`config.mk`:
```
export PLATFORM = sky130hd
export DESIGN_NAME = load_store_unit
export DESIGN_NICKNAME = d
export VERILOG_FILES = /design/src/rtl/lsu_pkg.sv /design/src/rtl/lsu_align.sv /design/src/rtl/load_store_unit.sv
export SDC_FILE = /design/constraint.sdc
export NUM_CORES = 1
export LEC_CHECK = 0
export ABC_CLOCK_PERIOD_IN_PS = 2150
export CAP_MARGIN = 10
export CORE_AREA = 2 2 116 118
export CTS_BUF_LIST = sky130_fd_sc_hd__clkbuf_4
export DETAILED_ROUTE_END_ITERATION = 8
export DIE_AREA = 0 0 118 120
export GPL_TIMING_DRIVEN = 0
export PLACE_DENSITY = 0.74
export SETUP_SLACK_MARGIN = 0.4
export SLEW_MARGIN = 25
export SYNTH_ARGS = -nofsm -noshare
export SYNTH_HDL_FRONTEND = slang
export SYNTH_SLANG_ARGS = --single-unit
```
`constraint.sdc`:
```
create_clock -name clk -period 2.15 [get_ports clk]
set_input_delay 0.43 -clock clk [delete_from_list [all_inputs] [get_ports clk]]
set_output_delay 0.43 -clock clk [all_outputs]
set_load 0.1 [all_outputs]
```
`src/rtl/lsu_pkg.sv`:
```
// Shared types and constants for the RV32I load/store unit.
package lsu_pkg;

  typedef enum logic [1:0] {IDLE, ISSUE, WAIT, RESP} lsu_state_t;

  localparam logic [2:0] F3_B  = 3'b000;
  localparam logic [2:0] F3_H  = 3'b001;
  localparam logic [2:0] F3_W  = 3'b010;
  localparam logic [2:0] F3_BU = 3'b100;
  localparam logic [2:0] F3_HU = 3'b101;

  localparam logic [3:0] BE_B = 4'b0001;
  localparam logic [3:0] BE_H = 4'b0011;
  localparam logic [3:0] BE_W = 4'b1111;

  // Illegal width code for the direction, or an access not naturally aligned.
  function automatic logic lsu_is_bad(input logic we, input logic [2:0] funct3,
                                      input logic [1:0] addr_lo);
    logic bad;
    case (funct3)
      F3_B:    bad = 1'b0;
      F3_H:    bad = addr_lo[0];
      F3_W:    bad = |addr_lo;
      F3_BU:   bad = we;
      F3_HU:   bad = we | addr_lo[0];
      default: bad = 1'b1;
    endcase
    return bad;
  endfunction

endpackage

```
`src/rtl/lsu_align.sv`:
```
// Byte-lane steering: store replication and byte enables, load extraction and extension.
module lsu_align
  import lsu_pkg::*;
(
  input  logic        we_i,
  input  logic [2:0]  funct3_i,
  input  logic [1:0]  addr_lo_i,
  input  logic [31:0] wdata_i,
  input  logic [31:0] rdata_i,
  output logic [31:0] wdata_o,
  output logic [3:0]  be_o,
  output logic [31:0] rdata_o
);

  logic [31:0] shifted;

  always_comb begin
    wdata_o = wdata_i;
    be_o    = BE_W;
    case (funct3_i)
      F3_B: begin
        wdata_o = {4{wdata_i[7:0]}};
        be_o    = BE_B << addr_lo_i;
      end
      F3_H: begin
        wdata_o = {2{wdata_i[15:0]}};
        be_o    = BE_H << addr_lo_i;
      end
      default: ;
    endcase
    if (!we_i) be_o = 4'b0000;
  end

  assign shifted = rdata_i >> {addr_lo_i, 3'b000};

  always_comb begin
    rdata_o = rdata_i;
    case (funct3_i)
      F3_B:    rdata_o = {{24{shifted[7]}}, shifted[7:0]};
      F3_H:    rdata_o = {{16{shifted[15]}}, shifted[15:0]};
      F3_BU:   rdata_o = {24'b0, shifted[7:0]};
      F3_HU:   rdata_o = {16'b0, shifted[15:0]};
      default: ;
    endcase
  end

endmodule

```
`src/rtl/load_store_unit.sv`:
```
// RV32I load/store unit: one outstanding access, request/response handshake to data memory.
module load_store_unit
  import lsu_pkg::*;
#(
  parameter int unsigned TIMEOUT_CYCLES = 16
) (
  input  logic        clk,
  input  logic        rst,
  input  logic        req_valid,
  output logic        req_ready,
  input  logic        req_we,
  input  logic [2:0]  req_funct3,
  input  logic [31:0] req_addr,
  input  logic [31:0] req_wdata,
  output logic        resp_valid,
  output logic [31:0] resp_rdata,
  output logic        resp_err,
  output logic        mem_req_valid,
  input  logic        mem_req_ready,
  output logic        mem_we,
  output logic [29:0] mem_addr,
  output logic [31:0] mem_wdata,
  output logic [3:0]  mem_be,
  input  logic        mem_resp_valid,
  input  logic [31:0] mem_resp_rdata,
  output logic        busy
);

  localparam int unsigned CntW = (TIMEOUT_CYCLES > 2) ? $clog2(TIMEOUT_CYCLES) : 1;
  localparam logic [CntW-1:0] CntLast = CntW'(TIMEOUT_CYCLES - 1);

  lsu_state_t    state_q;
  logic          we_q;
  logic [2:0]    funct3_q;
  logic [31:0]   addr_q;
  logic [31:0]   wdata_q;
  logic [CntW-1:0] cnt_q;
  logic          resp_err_q;
  logic [31:0]   resp_rdata_q;
  logic [31:0]   load_data;

  lsu_align u_align (
    .we_i      (we_q),
    .funct3_i  (funct3_q),
    .addr_lo_i (addr_q[1:0]),
    .wdata_i   (wdata_q),
    .rdata_i   (mem_resp_rdata),
    .wdata_o   (mem_wdata),
    .be_o      (mem_be),
    .rdata_o   (load_data)
  );

  always_ff @(posedge clk) begin
    if (rst) begin
      state_q      <= IDLE;
      we_q         <= 1'b0;
      funct3_q     <= 3'b000;
      addr_q       <= 32'b0;
      wdata_q      <= 32'b0;
      cnt_q        <= '0;
      resp_err_q   <= 1'b0;
      resp_rdata_q <= 32'b0;
    end else begin
      case (state_q)
        IDLE: begin
          if (req_valid) begin
            we_q         <= req_we;
            funct3_q     <= req_funct3;
            addr_q       <= req_addr;
            wdata_q      <= req_wdata;
            resp_rdata_q <= 32'b0;
            // Bad requests skip the memory entirely and report straight away.
            if (lsu_is_bad(req_we, req_funct3, req_addr[1:0])) begin
              state_q    <= RESP;
              resp_err_q <= 1'b1;
            end else begin
              state_q    <= ISSUE;
              resp_err_q <= 1'b0;
            end
          end
        end
        ISSUE: begin
          if (mem_req_ready) begin
            state_q <= WAIT;
            cnt_q   <= '0;
          end
        end
        WAIT: begin
          // A response arriving on the timeout cycle still wins.
          if (mem_resp_valid) begin
            state_q      <= RESP;
            resp_err_q   <= 1'b0;
            resp_rdata_q <= we_q ? 32'b0 : load_data;
          end else if (cnt_q == CntLast) begin
            state_q      <= RESP;
            resp_err_q   <= 1'b1;
            resp_rdata_q <= 32'b0;
          end else begin
            cnt_q <= cnt_q + CntW'(1);
          end
        end
        RESP: begin
          state_q      <= IDLE;
          resp_err_q   <= 1'b0;
          resp_rdata_q <= 32'b0;
        end
        default: state_q <= IDLE;
      endcase
    end
  end

  assign req_ready     = (state_q == IDLE) && !rst;
  assign busy          = (state_q != IDLE);
  assign resp_valid    = (state_q == RESP);
  assign resp_err      = resp_err_q;
  assign resp_rdata    = resp_rdata_q;
  assign mem_req_valid = (state_q == ISSUE);
  assign mem_we        = we_q;
  assign mem_addr      = addr_q[31:2];

endmodule

```
Yosys cells after proc, flatten, opt, wreduce, memory -nomap -nowiden --
Index checks and enable logic that the tools add are counted.
Storage, ports and cells: register bits 107, output and inout bits 104, logic and storage cells 70
Cells by class: $add $sub $neg 1, equal/unequal tests 16, shift-type cells 3, mux-type cells 28, bitwise gates (word level) 1, reduce and logical (&&, ||, !) cells 13
Operators by type and width (number):
- 32-bit 2-to-1 mux | 4
- 32-bit one-hot mux with 4 select lines | 1
- 32-bit one-hot mux with 3 select lines | 1
- 32-bit one-hot mux with 2 select lines | 1
- 32-bit by 5-bit >> shifter with 16-bit output | 1
- 4-bit 2-to-1 mux | 4
- 4-bit one-hot mux with 2 select lines | 2
- 3-bit == test (second input constant) | 4
- 2-bit 2-to-1 mux | 5
- 2-bit one-hot mux with 4 select lines | 1
- 1-bit 2-to-1 mux | 7
- 3-bit by 1-bit == test with 1-bit output (second input constant) | 2
- 3-bit zero test | 2
- 2-bit != test (second input constant) | 3
- 3-bit AND reduction | 2
- 1-bit one-hot mux with 5 select lines | 1
- 4-bit by 1-bit adder with 4-bit output (second input constant) | 1
- 2-bit == test (second input constant) | 2
- 4-bit == test (second input constant) | 1
- 4-bit AND reduction | 1
- 2-bit nonzero test | 2
- 1-bit by 2-bit << shifter with 4-bit output (first input constant) | 1
- 2-bit by 2-bit << shifter with 4-bit output (first input constant) | 1
- 3-bit by 2-bit == test with 1-bit output (second input constant) | 1
- 11 further kinds | 11

Longest topological paths before layout --
Gate-level depths: netlist (run 1).
word-level depth 8, depth in mapped cells 8

Cells and area by module --
Synthesis (run 1) repeated with hierarchy kept, for this count alone.
Second synthesis, totals: cell total of the unflattened synthesis 718, area total of the unflattened synthesis 5537.8 µm²
By module, submodules not included:
- load_store_unit | instances 1, cells an instance 525, area an instance 4296.6 µm², seq. area each 2142.1 µm²
- lsu_align | instances 1, cells an instance 193, area an instance 1241.2 µm², seq. area each 0.0 µm²

Least setup slack after synthesis (run 1) --
Ideal clock, no wire load.
path type register to output, from register we_q (netlist: mem_we), to output mem_be[2], arrival 2763 ps, data required time 1720 ps, setup slack -1043 ps, cell stages (with the launch flop) 3, path through dfxtp_1 -> inv_1 -> a31oi_1
Between the ends: longest elaborated chain between the ends 1
Ends and longest elaborated chain:
- from (decl) | RTL line load_store_unit.sv:33 | logic we_q;
- from (signal assigned) | RTL line load_store_unit.sv:67 | we_q <= req_we;
- 4-bit 2-to-1 mux | RTL line lsu_align.sv:31 | if (!we_i) be_o = 4'b0000;
- to (decl) | RTL line load_store_unit.sv:23 | output logic [3:0] mem_be,
Every way passes these cells.

Worst setup path in the final report (run 1) --
from register funct3_q[1], to output mem_be[1]
Between the ends: longest elaborated chain between the ends 3, elaborated cells between the ends (all ways) 4
Ends and longest elaborated chain:
- from (decl) | RTL line load_store_unit.sv:34 | logic [2:0] funct3_q;
- from (signal assigned) | RTL line load_store_unit.sv:68 | funct3_q <= req_funct3;
- 3-bit by 1-bit == test with 1-bit output or 3-bit zero test (tied branches) | RTL line lsu_align.sv:20 | case (funct3_i)
- 4-bit one-hot mux with 2 select lines (*) | RTL line lsu_align.sv:20
- 4-bit 2-to-1 mux (*) | RTL line lsu_align.sv:31
Every way passes the cells marked *; elsewhere a longest branch is shown, timed or not.

==> results of run 1 <==
==> critical path, cell delays in order, from the launching register on <==
cell,delay [ns]
dfxtp_2,0.35
buf_6,0.12
nor2_4,0.18
buf_12,0.17
clkbuf_16,0.16
o21a_1,0.16
nor2_4,0.05
buf_12,0.18
==> metal layers <==
| metal | up-vias | GRT usage | part of all wire |
|---|---|---|---|
| met5 | - | 0 | 0 |
| met4 | 0 | 0.1160 | 0.039 |
| met2 | 288 | 0.4509 | 0.48 |
| met3 | 54 | 0.08935 | 0.10 |
| met1 | 2588 | 0.2972 | 0.38 |
| li1 | 2583 | - | - |
==> worst max-delay path by stage <==
stage	from	cells after the start	slack [ns]	end
after floorplan	state_q[1]	4	0.08	req_ready
after global placement	rst	5	-1.28	req_ready
after detailed placement	rst	5	-1.31	req_ready
after CTS	funct3_q[1]	7	-0.14	mem_be[1]
after global routing	funct3_q[1]	7	-0.21	mem_be[1]
final	funct3_q[1]	7	-0.12	mem_be[1]
==> registers in the layout, indices dropped and copies added (netlist names) <==
register    cells
addr_q         32
resp_rdata     32
wdata_q        32
cnt_q           4
funct3_q        3
state_q         2
mem_we          1
resp_err        1
==> stage by stage <==
step | std cells | area (sq um) | total power [mW]
after global placement | 992 | 7755 | 8.622
final | 1044 | 8735 | 10.72
after CTS | 1035 | 8458 | 10.38
after detailed placement | 992 | 7755 | 8.699
after floorplan | 608 | 5453 | 7.274
after global routing | 1044 | 8735 | 11.13
==> layout make-up <==
class	instances	share of cell area
diodes	1	0.0002865
clock inverters	6	0.003724
well taps	176	0.02521
plain buffers	82	0.07778
clock buffers	10	0.008595
flip-flops and latches	107	0.2492
multi-input cells	410	0.3319
inverters	9	0.005873
repair buffers	243	0.2974
==> layout by cell type (no fill, tap or decap), types with 8 or more instances in the layout <==
cell,count
nor2_4,11
nor2_1,9
nand2b_1,9
o211ai_1,8
buf_6,31
a21oi_1,69
buf_12,32
dfxtp_1,91
and2_1,9
buf_2,12
mux2_4,12
mux2i_1,13
clkbuf_4,38
a21oi_4,10
clkbuf_1,8
a221o_1,23
nand2_1,155
dfxtp_2,10
a31oi_4,9
clkdlybuf4s50_1,103
buf_4,91
==> power by group through the flow <==
stage	combinational, mW	sequential (mW)	clock (mW)
2_1_floorplan	4.23	3.04	0
3_3_place_gp	6.05	2.58	0
3_5_place_dp	6.11	2.59	0
4_1_cts	6.88	2.56	0.939
5_1_grt	7.50	2.61	1.01
6_report	7.22	2.58	0.920
==> kinds of logic (layout without fill, tap and decap cells) <==
logic type                 count (synthesis)  count (layout)  synth area share
xor gates and xnor gates                   3               3          0.005193
muxes                                     35              35           0.07367
adders and majority gates                  6               6           0.01483
and+or+nand+nor                          211             211            0.1768
other                                      0               1                 0
buffers and inverters                     91             350           0.09839
DFF                                      107             107            0.4232
AOI/OAI and AO/OA                        155             155            0.2079
==> timing repair <==
action	4_1_cts	5_1_grt
setup endpoints to repair	160	145
pin swaps	17	18
buffers inserted	24	6
gates resized for setup	759	69
cloned	3	2
==> impl_metrics.env, run 1 <==
export IMPL_hold_path_endpoint="cnt_q[3]"
export IMPL_cp_required_ns=1.72
export IMPL_final_util=0.6729
export IMPL_reg2reg_depth=7
export IMPL_cp_end_kind="primary output"
export IMPL_grt_ovfl_total=0
export IMPL_area_growth_pct=72.58
export IMPL_via_per_inst=5.281
export IMPL_skew_ns=0.02122
export IMPL_synth_cells=608
export IMPL_tritoncts="built"
export IMPL_synth_flop_cell="dfxtp_1"
export IMPL_post_route_min_period_ns=2.275
export IMPL_yosysTopAreaCell="dfxtp_1"
export IMPL_yosys_warnings=0
export IMPL_antenna_found_initial=1
export IMPL_hold_buffers=0
export IMPL_worst_ep_arrival_time_ns=1.84
export IMPL_clock_root_buffer="clkbuf_4"
export IMPL_synth_top_area_frac=0.4232
export IMPL_drt_first_iter_violations=361
export IMPL_ys_ff_latch=107
export IMPL_start_util=0.3899
export IMPL_io_pins=209
export IMPL_min_delay_start="rst"
export IMPL_r2r_slack_ns=0.16
export IMPL_power_switching_mw=5.625
export IMPL_p_sw_frac=0.5248
export IMPL_yosysMostFrequentCell="nand2_1"
export IMPL_critical_path_reg2reg_endpoint="resp_rdata[12]"
export IMPL_syn_nets=719
export IMPL_drcViolationCount=0
export IMPL_ctsLongestPathBuffers=2
export IMPL_synth_area_leaders="dfxtp_1 (42%), nand2_1 (12%), a21oi_1 (7.9%)"
export IMPL_drt_pre_antenna_iters=5
export IMPL_setup_viol=28
export IMPL_start_kind="flop"
export IMPL_synth_avg_cell_area_sq_um=8.324
export IMPL_setup_worst_path_class="flop to primary output"
export IMPL_grt_pass1_vias=5531
export IMPL_status="finished, violations left"
export IMPL_drt_total_wl_microns=19240
export IMPL_p_per_area_nw_per_um2=1227
export IMPL_placement_rows=42
export IMPL_async_flop_share=0
export IMPL_numCtsBuffers=9
export IMPL_die_h_microns=120
export IMPL_power_frac_seq=0.241
export IMPL_synth_commonest_cells="nand2_1 (156), dfxtp_1 (107), a21oi_1 (80)"
export IMPL_whs_ns=0.4039
export IMPL_maxSlewViolCount=0
export IMPL_io_buffers=208
export IMPL_core_area_sq_um=12980
export IMPL_grt_max_degree=17
export IMPL_rsz0062_at_grt="yes"
export IMPL_wl_per_cell_microns=18.43
export IMPL_peakVddDrop_mv=0.7567
export IMPL_maxSlewHeadroom=0.6278
export IMPL_fp_dieArea_sq_um=14160
export IMPL_die_w_microns=118
export IMPL_ys_seq_area_frac=0.4232
export IMPL_num_nets_final=973
export IMPL_finalSetupTns_ns=-2.771
export IMPL_synth_edf_count=0
export IMPL_hold_viol_final=0
export IMPL_clk_pin_slew_worst_paths_ns=0.15
export IMPL_multiInputGateArea_sq_um=2899
export IMPL_drive_above_1_share=0.3610
export IMPL_grt_pass1_wl_microns=29410
export IMPL_n_fill_cell=1019
export IMPL_cap_violations=0
export IMPL_r2r_start="state_q[1]"
export IMPL_netlist_area_sq_um=5061
export IMPL_clockPowerShare=0.086
export IMPL_cts_sinks=107
export IMPL_max_freq_ghz=0.4396
export IMPL_hp_class="input port to flop"
export IMPL_hpwl_microns=13430
export IMPL_htreeDepth=3
export IMPL_tightestPinTransition_ns=0.5583
export IMPL_post_place_ws_ns=-1.308
export IMPL_min_path_cells=3
export IMPL_synth_distinct_cells=45
export IMPL_pwr_share_comb=0.673
export IMPL_min_period_over_period=1.058
export IMPL_leakage_nw=3.508
export IMPL_gp_congestion=0.8824
export IMPL_via_count=5513
export IMPL_worst_slack_ns=-0.1246
export IMPL_clk_latency_ns=0.48
export IMPL_violations="setup timing"
export IMPL_seqCellArea_sq_um=2177
export IMPL_ant_nets=0
export IMPL_crit_fanout=6
export IMPL_globalRouteTotalUtil=0.2631
export IMPL_internal_power_mw=5.094
(Power assumes the default switching activity.)
==> run 2: changes to the inputs <==
Settings changed: ABC_CLOCK_PERIOD_IN_PS 2150 to 2500.
Clock period 2.15 ns to 2.5 ns, I/O delays scaled along.
==> impl_metrics.env, run 2 (synthesized netlist as in run 1, its figures left out) <==
export IMPL_final_cell_mix="nand2_1 (156), clkdlybuf4s50_1 (103), dfxtp_1 (99)"
export IMPL_clk_pin_slew_worst_paths_ns=0.18
export IMPL_peakVddDrop_mv=0.8193
export IMPL_cp_end_kind="primary output"
export IMPL_area_growth_pct=69.79
export IMPL_globalRouteTotalUtil=0.2618
export IMPL_via_per_inst=5.334
export IMPL_placement_rows=42
export IMPL_gp_congestion=0.8959
export IMPL_drcViolationCount=0
export IMPL_core_area_sq_um=12980
export IMPL_cp_required_ns=2.00
export IMPL_wl_per_cell_microns=18.28
export IMPL_crit_buf_inv=3
export IMPL_grt_ovfl_total=0
export IMPL_cap_violations=0
export IMPL_hpwl_microns=13320
export IMPL_hold_viol_final=0
export IMPL_n_fill_cell=1051
export IMPL_maxSlewViolCount=0
export IMPL_post_route_min_period_ns=2.355
export IMPL_tritoncts="built"
export IMPL_r2r_slack_ns=0.44
export IMPL_path_delay_family="buffers and inverters"
export IMPL_die_w_microns=118
export IMPL_final_common_cell="nand2_1"
export IMPL_grt_pass1_vias=5429
export IMPL_final_util=0.6620
export IMPL_drive_above_1_share=0.3205
export IMPL_fp_dieArea_sq_um=14160
export IMPL_maxSlewHeadroom=0.6061
export IMPL_cp_common_cell="buf_8"
export IMPL_numCtsBuffers=9
export IMPL_via_count=5505
export IMPL_multiInputGateArea_sq_um=2716
export IMPL_path_cells="buf_8, nor2_4, buf_8, mux2_2, buf_6"
export IMPL_drt_first_iter_violations=486
export IMPL_antenna_found_initial=1
export IMPL_finalPower_mw=9.083
export IMPL_start_kind="flop"
export IMPL_setup_worst_path_class="flop to primary output"
export IMPL_start_util=0.3899
export IMPL_grt_max_degree=19
export IMPL_min_period_over_period=0.9419
export IMPL_leakage_nw=3.317
export IMPL_drt_pre_antenna_iters=5
export IMPL_p_per_area_nw_per_um2=1057
export IMPL_drt_total_wl_microns=18870
export IMPL_tightestPinTransition_ns=0.5908
export IMPL_hp_class="flop to flop"
export IMPL_io_pins=209
export IMPL_clock_root_buffer="clkbuf_4"
export IMPL_setup_viol=0
export IMPL_die_h_microns=120
export IMPL_status="finished, final reports clean"
export IMPL_crit_fanout=6
export IMPL_worst_ep_arrival_time_ns=1.85
export IMPL_htreeDepth=3
export IMPL_ctsLongestPathBuffers=2
export IMPL_skew_ns=0.02216
export IMPL_io_buffers=208
export IMPL_num_nets_final=961
export IMPL_cts_sinks=107
export IMPL_max_stage_delay_ns=0.36
export IMPL_ant_nets=0
export IMPL_grt_pass1_wl_microns=29000
export IMPL_rsz0062_at_grt="yes"
export IMPL_seqCellArea_sq_um=2162
export IMPL_clk_latency_ns=0.49
export IMPL_slowest_stage="dfxtp_2"
export IMPL_max_freq_ghz=0.4247
==> run 2: worst reg2reg max path, stage by stage, from the launching register on <==
cell and delay [ns]:
dfxtp_4 0.39, buf_4 0.12, ha_4 0.15, nand2_1 0.10, or4_4 0.53, buf_4 0.21
a31oi_4 0.30, a221o_1 0.21
==> run 2: through the flow <==
stage / cells / TNS, ns / worst slack [ns] / hold slack (ns) / cell area, sq um
detailed placement: 992 / -14.57 / -1.003 / 0.4471 / 7543
global route: 1032 / 0 / 0.1052 / 0.4890 / 8593
global placement: 992 / -12.87 / -1.034 / 0.4408 / 7543
floorplan: 608 / 0 / 0.3579 / 0.4338 / 5241
finish: 1032 / 0 / 0.1453 / 0.4647 / 8593
CTS: 1026 / 0 / 0.1261 / 0.4676 / 8379
==> run 2: repair_timing <==
item / CTS / global route
hold buffers: 0 / 0
setup endpoints to repair: 156 / 73
pin swaps: 6 / 6
cloned: 3 / 1
setup buffers: 15 / 4
gates resized for setup: 561 / 48
endpoints found under the hold margin: 0 / 0
==> run 2: layout make-up <==
class | instances | area share
inverter | 9 | 0.005096
sequential | 107 | 0.2516
clock inverter | 7 | 0.01179
multi-input combinational | 410 | 0.3161
clock buffer | 9 | 0.007863
buffer | 82 | 0.07600
antenna | 1 | 0.0002912
timing repair buffer | 231 | 0.3056
tap | 176 | 0.02563
==> run 2: report_power, final <==
group | leakage (nW) | internal, mW | switching, mW
sequential | 0.877 | 1.99 | 0.217
clock | 0.0897 | 0.415 | 0.618
combinational | 2.35 | 1.94 | 3.90
==> run 2: layer usage <==
metal / track usage / wire, microns / vias to the layer above
li1: - / - / 2563
met1: 0.3150 / 7465 / 2560
met2: 0.4448 / 8986 / 339
met3: 0.07842 / 1927 / 43
met4: 0.09187 / 490 / 0
met5: 0 / 0 / -
==> run 2: final timing paths <==
check / start / endpoint / cells after the start
worst max register to register: state_q[1] / resp_rdata[9] / 7
worst max-delay path: funct3_q[1] / mem_wdata[22] / 5
worst min register to register: addr_q[16] / addr_q[16] / 2
worst min-delay path: addr_q[16] / addr_q[16] / 2
